===== src/rtl/addsub_op_sequencer_pkg.sv =====
// Shared constants for the add/sub operand sequencer: state encoding, button
// indices, operation codes and the signed-overflow helper.
package addsub_op_sequencer_pkg;

    typedef enum logic [2:0] {
        IDLE    = 3'd0,
        WAIT_B  = 3'd1,
        EXEC    = 3'd2,
        CAPTURE = 3'd3,
        SHOW    = 3'd4
    } state_t;

    localparam int BTN_CLR = 0;
    localparam int BTN_ADD = 1;
    localparam int BTN_SUB = 2;
    localparam int BTN_ENT = 3;

    localparam logic ADD = 1'b1;
    localparam logic SUB = 1'b0;

    // Overflow depends only on the sign bits of a, b and the sum.
    function automatic logic signed_ovf(input logic add, input logic a_msb,
                                        input logic b_msb, input logic s_msb);
        if (add)
            return (a_msb == b_msb) && (s_msb != a_msb);
        else
            return (a_msb != b_msb) && (s_msb != a_msb);
    endfunction

endpackage


===== src/rtl/addsub_op_sequencer_btn_edge_tick.sv =====
// Four-button rising-edge detector that only samples on prescaler ticks, so a
// held level yields exactly one edge however long it stays high.
module btn_edge_tick (
    input  logic       clk,
    input  logic       reset,
    input  logic       tick,
    input  logic [3:0] btn,
    output logic [3:0] rise
);

    logic [3:0] btn_prev;

    always_ff @(posedge clk or negedge reset) begin
        if (!reset)
            btn_prev <= 4'b0000;
        else if (tick)
            btn_prev <= btn;
    end

    assign rise = tick ? (btn & ~btn_prev) : 4'b0000;

endmodule


===== src/rtl/addsub_op_sequencer.sv =====
// Operand-entry/execution controller for a shared signed adder/subtractor.
// Build option: define ADDSUB_ACCUM_EN to chain results back into operand A.
module addsub_op_sequencer
    import addsub_op_sequencer_pkg::*;
#(
    parameter int W       = 8,
    parameter int TIMEOUT = 0,
    parameter int TW      = 16
) (
    input  logic         clk,
    input  logic         reset,
    input  logic         tick,
    input  logic [3:0]   btn,
    input  logic [W-1:0] sw,
    input  logic [W-1:0] sum,
    output logic [W-1:0] op_a,
    output logic [W-1:0] op_b,
    output logic         add_sub,
    output logic [W-1:0] result,
    output logic         ovf,
    output logic         select,
    output logic         busy,
    output logic [2:0]   state_dbg
);

    localparam logic [TW-1:0] TMO_LAST = (TIMEOUT > 0) ? TW'(TIMEOUT - 1) : '0;

    logic [3:0]    rise;
    state_t        state, next_state;
    logic [W-1:0]  next_op_a, next_op_b, next_result;
    logic          next_add_sub, next_ovf, next_select, ovf_now;
    logic [TW-1:0] tmo_cnt, next_tmo_cnt;

    btn_edge_tick u_edge (
        .clk   (clk),
        .reset (reset),
        .tick  (tick),
        .btn   (btn),
        .rise  (rise)
    );

    assign ovf_now = signed_ovf(add_sub, op_a[W-1], op_b[W-1], sum[W-1]);

    always_ff @(posedge clk or negedge reset) begin
        if (!reset)
            state <= IDLE;
        else
            state <= next_state;
    end

    always_ff @(posedge clk or negedge reset) begin
        if (!reset) begin
            op_a    <= '0;
            op_b    <= '0;
            add_sub <= ADD;
            result  <= '0;
            ovf     <= 1'b0;
            select  <= 1'b0;
            tmo_cnt <= '0;
        end else begin
            op_a    <= next_op_a;
            op_b    <= next_op_b;
            add_sub <= next_add_sub;
            result  <= next_result;
            ovf     <= next_ovf;
            select  <= next_select;
            tmo_cnt <= next_tmo_cnt;
        end
    end

    always_comb begin
        next_state   = state;
        next_op_a    = op_a;
        next_op_b    = op_b;
        next_add_sub = add_sub;
        next_result  = result;
        next_ovf     = ovf;
        next_select  = select;
        next_tmo_cnt = tmo_cnt;

        // rise is already tick-qualified, but EXEC/CAPTURE/recovery must also wait for a tick.
        if (tick) begin
            if (rise[BTN_CLR]) begin
                next_state  = IDLE;
                next_select = 1'b0;
                next_ovf    = 1'b0;
            end else begin
                case (state)
                    IDLE: begin
                        if (rise[BTN_ADD]) begin
                            next_op_a    = sw;
                            next_add_sub = ADD;
                            next_state   = WAIT_B;
                        end else if (rise[BTN_SUB]) begin
                            next_op_a    = sw;
                            next_add_sub = SUB;
                            next_state   = WAIT_B;
                        end
                    end
                    WAIT_B: begin
                        if (rise[BTN_ENT]) begin
                            next_op_b  = sw;
                            next_state = EXEC;
                        end
                    end
                    EXEC: next_state = CAPTURE;
                    CAPTURE: begin
                        next_result  = sum;
`ifdef ADDSUB_ACCUM_EN
                        next_ovf     = ovf | ovf_now;
`else
                        next_ovf     = ovf_now;
`endif
                        next_select  = 1'b1;
                        next_tmo_cnt = '0;
                        next_state   = SHOW;
                    end
                    SHOW: begin
`ifdef ADDSUB_ACCUM_EN
                        if (rise[BTN_ADD] || rise[BTN_SUB]) begin
                            next_op_a    = result;
                            next_add_sub = rise[BTN_ADD] ? ADD : SUB;
                            next_select  = 1'b0;
                            next_state   = WAIT_B;
                        end else
`endif
                        if (TIMEOUT > 0) begin
                            if (tmo_cnt == TMO_LAST) begin
                                next_select = 1'b0;
                                next_state  = IDLE;
                            end else begin
                                next_tmo_cnt = tmo_cnt + 1'b1;
                            end
                        end
                    end
                    default: next_state = IDLE;
                endcase
            end
        end
    end

    assign busy      = (state == EXEC) || (state == CAPTURE);
    assign state_dbg = state;

endmodule

===== config.mk =====
export PLATFORM = sky130hd
export DESIGN_NAME = addsub_op_sequencer
export DESIGN_NICKNAME = d
export VERILOG_FILES = /design/src/rtl/addsub_op_sequencer_pkg.sv /design/src/rtl/addsub_op_sequencer_btn_edge_tick.sv /design/src/rtl/addsub_op_sequencer.sv
export SDC_FILE = /design/constraint.sdc
export NUM_CORES = 1
export LEC_CHECK = 0
export ABC_AREA = 1
export BUFFER_PORTS_ARGS = -buffer_cell sky130_fd_sc_hd__buf_2
export CAP_MARGIN = 20
export CELL_PAD_IN_SITES_DETAIL_PLACEMENT = 1
export CELL_PAD_IN_SITES_GLOBAL_PLACEMENT = 2
export CORE_MARGIN = 1.5
export CORE_UTILIZATION = 29
export DETAILED_ROUTE_END_ITERATION = 8
export PLACE_DENSITY = 0.94
export SKIP_LAST_GASP = 1
export SLEW_MARGIN = 20
export SYNTH_ARGS = -nofsm -noshare
export SYNTH_HDL_FRONTEND = slang
export SYNTH_SLANG_ARGS = --single-unit

===== constraint.sdc =====
create_clock -name clk -period 2.79 [get_ports clk]
set_input_delay 0.279 -clock clk [delete_from_list [all_inputs] [get_ports clk]]
set_output_delay 0.279 -clock clk [all_outputs]
set_load 0.01 [all_outputs]

==> impl_results.md <==
* Sequential share of power at 43.7%
* Register bit total from synthesis at 34
* TritonCTS Sinks at 34
* Post-route ant nets at 0
* Initial antenna violation count at 0
* Clock Power Share at 19.4%
* Outcome: finished clean
* Slowest stage delay, CP at 0.44 ns
* Final setup viols at 0
* Clock buffer depth at 2
* WP data required at 2.51 ns
* Mapped Cells at 169
* Die height at 73.53 um
* Hold Path Class: input port to asynchronous set/reset pin
* Yosys top cell by area: dfrtp_1
* Combinational power share at 36.9%
* Post-DP HPWL at 2.615 mm
* Unique masters post-synth at 18
* Worst VDD drop at 368.8 uV
* Largest net degree at the start of global routing at 35
* Global Route Usage Sum at 14.64%
* Post-DP Area at 1774 um2
* Num CTS Buffers at 5
* DRC viols at 0
* Vias at 1263
* WHS at 0.06726 ns
* Max Freq at 616.8 MHz
* H-tree Lvls at 2
* Initial Utilization at 30.34%
* CP Launch Type: register
* CTS tree: yes
* Mux cell area share after synthesis at 0%
* Largest family of logic cells by synthesized area: simple AND/OR/NAND/NOR gates
* I/O Buffers at 53
* Die area at 5407 um2
* Vias/cell at 4.296
* P_sw at 0.0007296 W
* Layout area overhead at 29.57%
* Nets@finish at 249
* WL final at 3.431 mm
* Synth top area share at 57.24%
* Vias in the first global route at 1297
* Chip width at 73.53 um
* Synth Flop Type: dfrtp_1
* Fin crit period at 1.621 ns
* EDFF count, synth at 0
* Synth Area in Compound Gates at 8.673%
* Synth cell count leaders: nand2_1 (64), dfrtp_1 (33), inv_1 (18), o21ai_1 (18), nand3_1 (8)
* Wire per inst at 11.67 um
* XOR/XNOR Fraction of Synth Area at 0.6071%
* Root Buffer: clkbuf_8
* Pwr/cell area at 1030 nW/um2
* FP Rows at 25
* Syn_nets at 192
* Finished Cell Area at 1869 um2
* RSZ-0062 raised after global routing: false
* Clk slew on worst S/H paths at 0.07 ns
* Pleak at 1.042 nW
* Layout cells sized above 1 at 30.84%
* Slew Viols, Final at 0
* Std-Cell Core Area at 4755 um2
* Warnings, synthesis at 0
* CP max FO at 6
* CP dominant cell by count: nand2_1
* Crit end category: output port
* CP max-delay cell: dfrtp_1
* I/O pin cnt at 54
* Fin crit share at 58.11%
* Sw Share at 37.91%
* Setup CP Type: register to output port
* First-iteration detailed-routing DRC count at 60
* First-pass GRT wire length at 5.940 mm
* Int Pwr at 0.001195 W
* TritonRoute pass-1 iters at 4
* Post-Place Setup Slack at 1.311 ns
* Buf/Inv on CP at 1
* Crit path max-delay family: simple AND/OR/NAND/NOR gates
* Final Skew at 0.006286 ns
* Cells along the critical path: nor2_1 > nand2_1 > nand2_1 > buf_2
* Ys async rst share at 100.0%
* Setup TNS at 0 ns
* Max-slew headroom at 49.67%
* Synth Area in Simple Gates at 24.72%
* Post-Syn Area per Cell at 8.536 um2
* Synth Area in Adders at 0%
* Synth area leaders: dfrtp_1 (57%), nand2_1 (17%), o21ai_1 (6.2%)
* Count leader, synth: nand2_1
* PnR worst setup slack at 1.169 ns
* Worst-Margin Slew at 0.7550 ns
* Mapped Area at 1443 um2
* Grt ovf at 0
* Setup Buffers After CTS at 0
* Placer Congestion at 0.8466
* Hold-fix buffers at CTS at 0
* Final core occ at 39.32%
* Post-synthesis sequential area ratio at 59.06%
* Maxcap violations at 0
* Clk Latency, worst-skew pair at 0.28 ns
* # resized after CTS at 0
* Ant diodes at 0
* Final Hold Viols at 0
* WP data arrival at 1.34 ns
==> area by class of cell <==
cell class / instances / area, um2
flip-flops and latches: 34 / 852.1
multi-input cells: 110 / 490.5
inverters: 22 / 82.58
fillers: 616 / 2885
clock buffers: 6 / 82.58
clock inverters: 2 / 12.51
well taps: 67 / 83.83
repair buffers: 53 / 265.3
==> power by group through the flow <==
stage          combinational (W)  clock [W]  sequential [W]
3_5_place_dp            0.000729          0        0.000848
4_1_cts                 0.000726   0.000392        0.000845
6_report                0.000710   0.000374        0.000841
2_1_floorplan           0.000315          0        0.000931
3_3_place_gp            0.000703          0        0.000845
5_1_grt                 0.000811   0.000417        0.000871
==> kinds of logic (layout without fill, tap and decap cells) <==
group | Yosys count | after routing
AOI/OAI and AO/OA | 25 | 25
xor gates and xnor gates | 1 | 1
buffers and inverters | 25 | 83
DFF | 34 | 34
and+or+nand+nor | 84 | 84
==> metrics by stage <==
step / instances / total power [W]
3_5_place_dp: 286 / 0.001577
5_1_grt: 294 / 0.002099
2_1_floorplan: 169 / 0.001246
4_1_cts: 294 / 0.001964
3_3_place_gp: 286 / 0.001548
6_report: 294 / 0.001925
==> flip-flops by register name, summed over array words and instances (netlist names) <==
register and count:
ovf 1, op_b 8, result 8, add_sub 1, op_a 8, u_edge.btn_prev 4, state_dbg 3, select 1
==> final timing paths <==
path / from / endpoint / slack [ns] / depth (start not counted)
setup reg to reg: state_dbg[2] / op_b[3] / 1.34 / 6
min in group clk: sum[1] / result[1] / 0.19 / 3
max in group asynchronous: reset / op_a[3] / 2.24 / 1
hold reg to reg: result[6] / result[6] / 0.47 / 2
hold / removal: reset / op_a[2] / 0.07 / 1
setup / recovery: state_dbg[2] / busy / 1.17 / 4
==> placed cells by master, fill, tap and decap left out <==
master and instances:
nand2_1 64, buf_2 53, clkbuf_8 6, nand2_2 1
clkinv_2 1, nor2_1 7, a21oi_1 2, xnor2_1 1
nor3_1 1, nand3_1 8, nor2_4 1, o21ai_1 18
inv_2 4, o21ai_0 5, clkinvlp_4 1, inv_1 18
nand4_4 1, dfrtp_1 33, dfstp_2 1, nor2_2 1
==> routing by layer <==
metal | wire length, um | share of wire [%] | vias up | global-route usage [%]
li1 | - | - | 635 | -
met3 | 248 | 7.2 | 2 | 5.075
met2 | 1523 | 44 | 41 | 22.62
met5 | 0 | 0 | - | 0
met4 | 24 | 0.70 | 0 | 4.938
met1 | 1634 | 48 | 585 | 19.14
(Power assumes the default switching activity.)
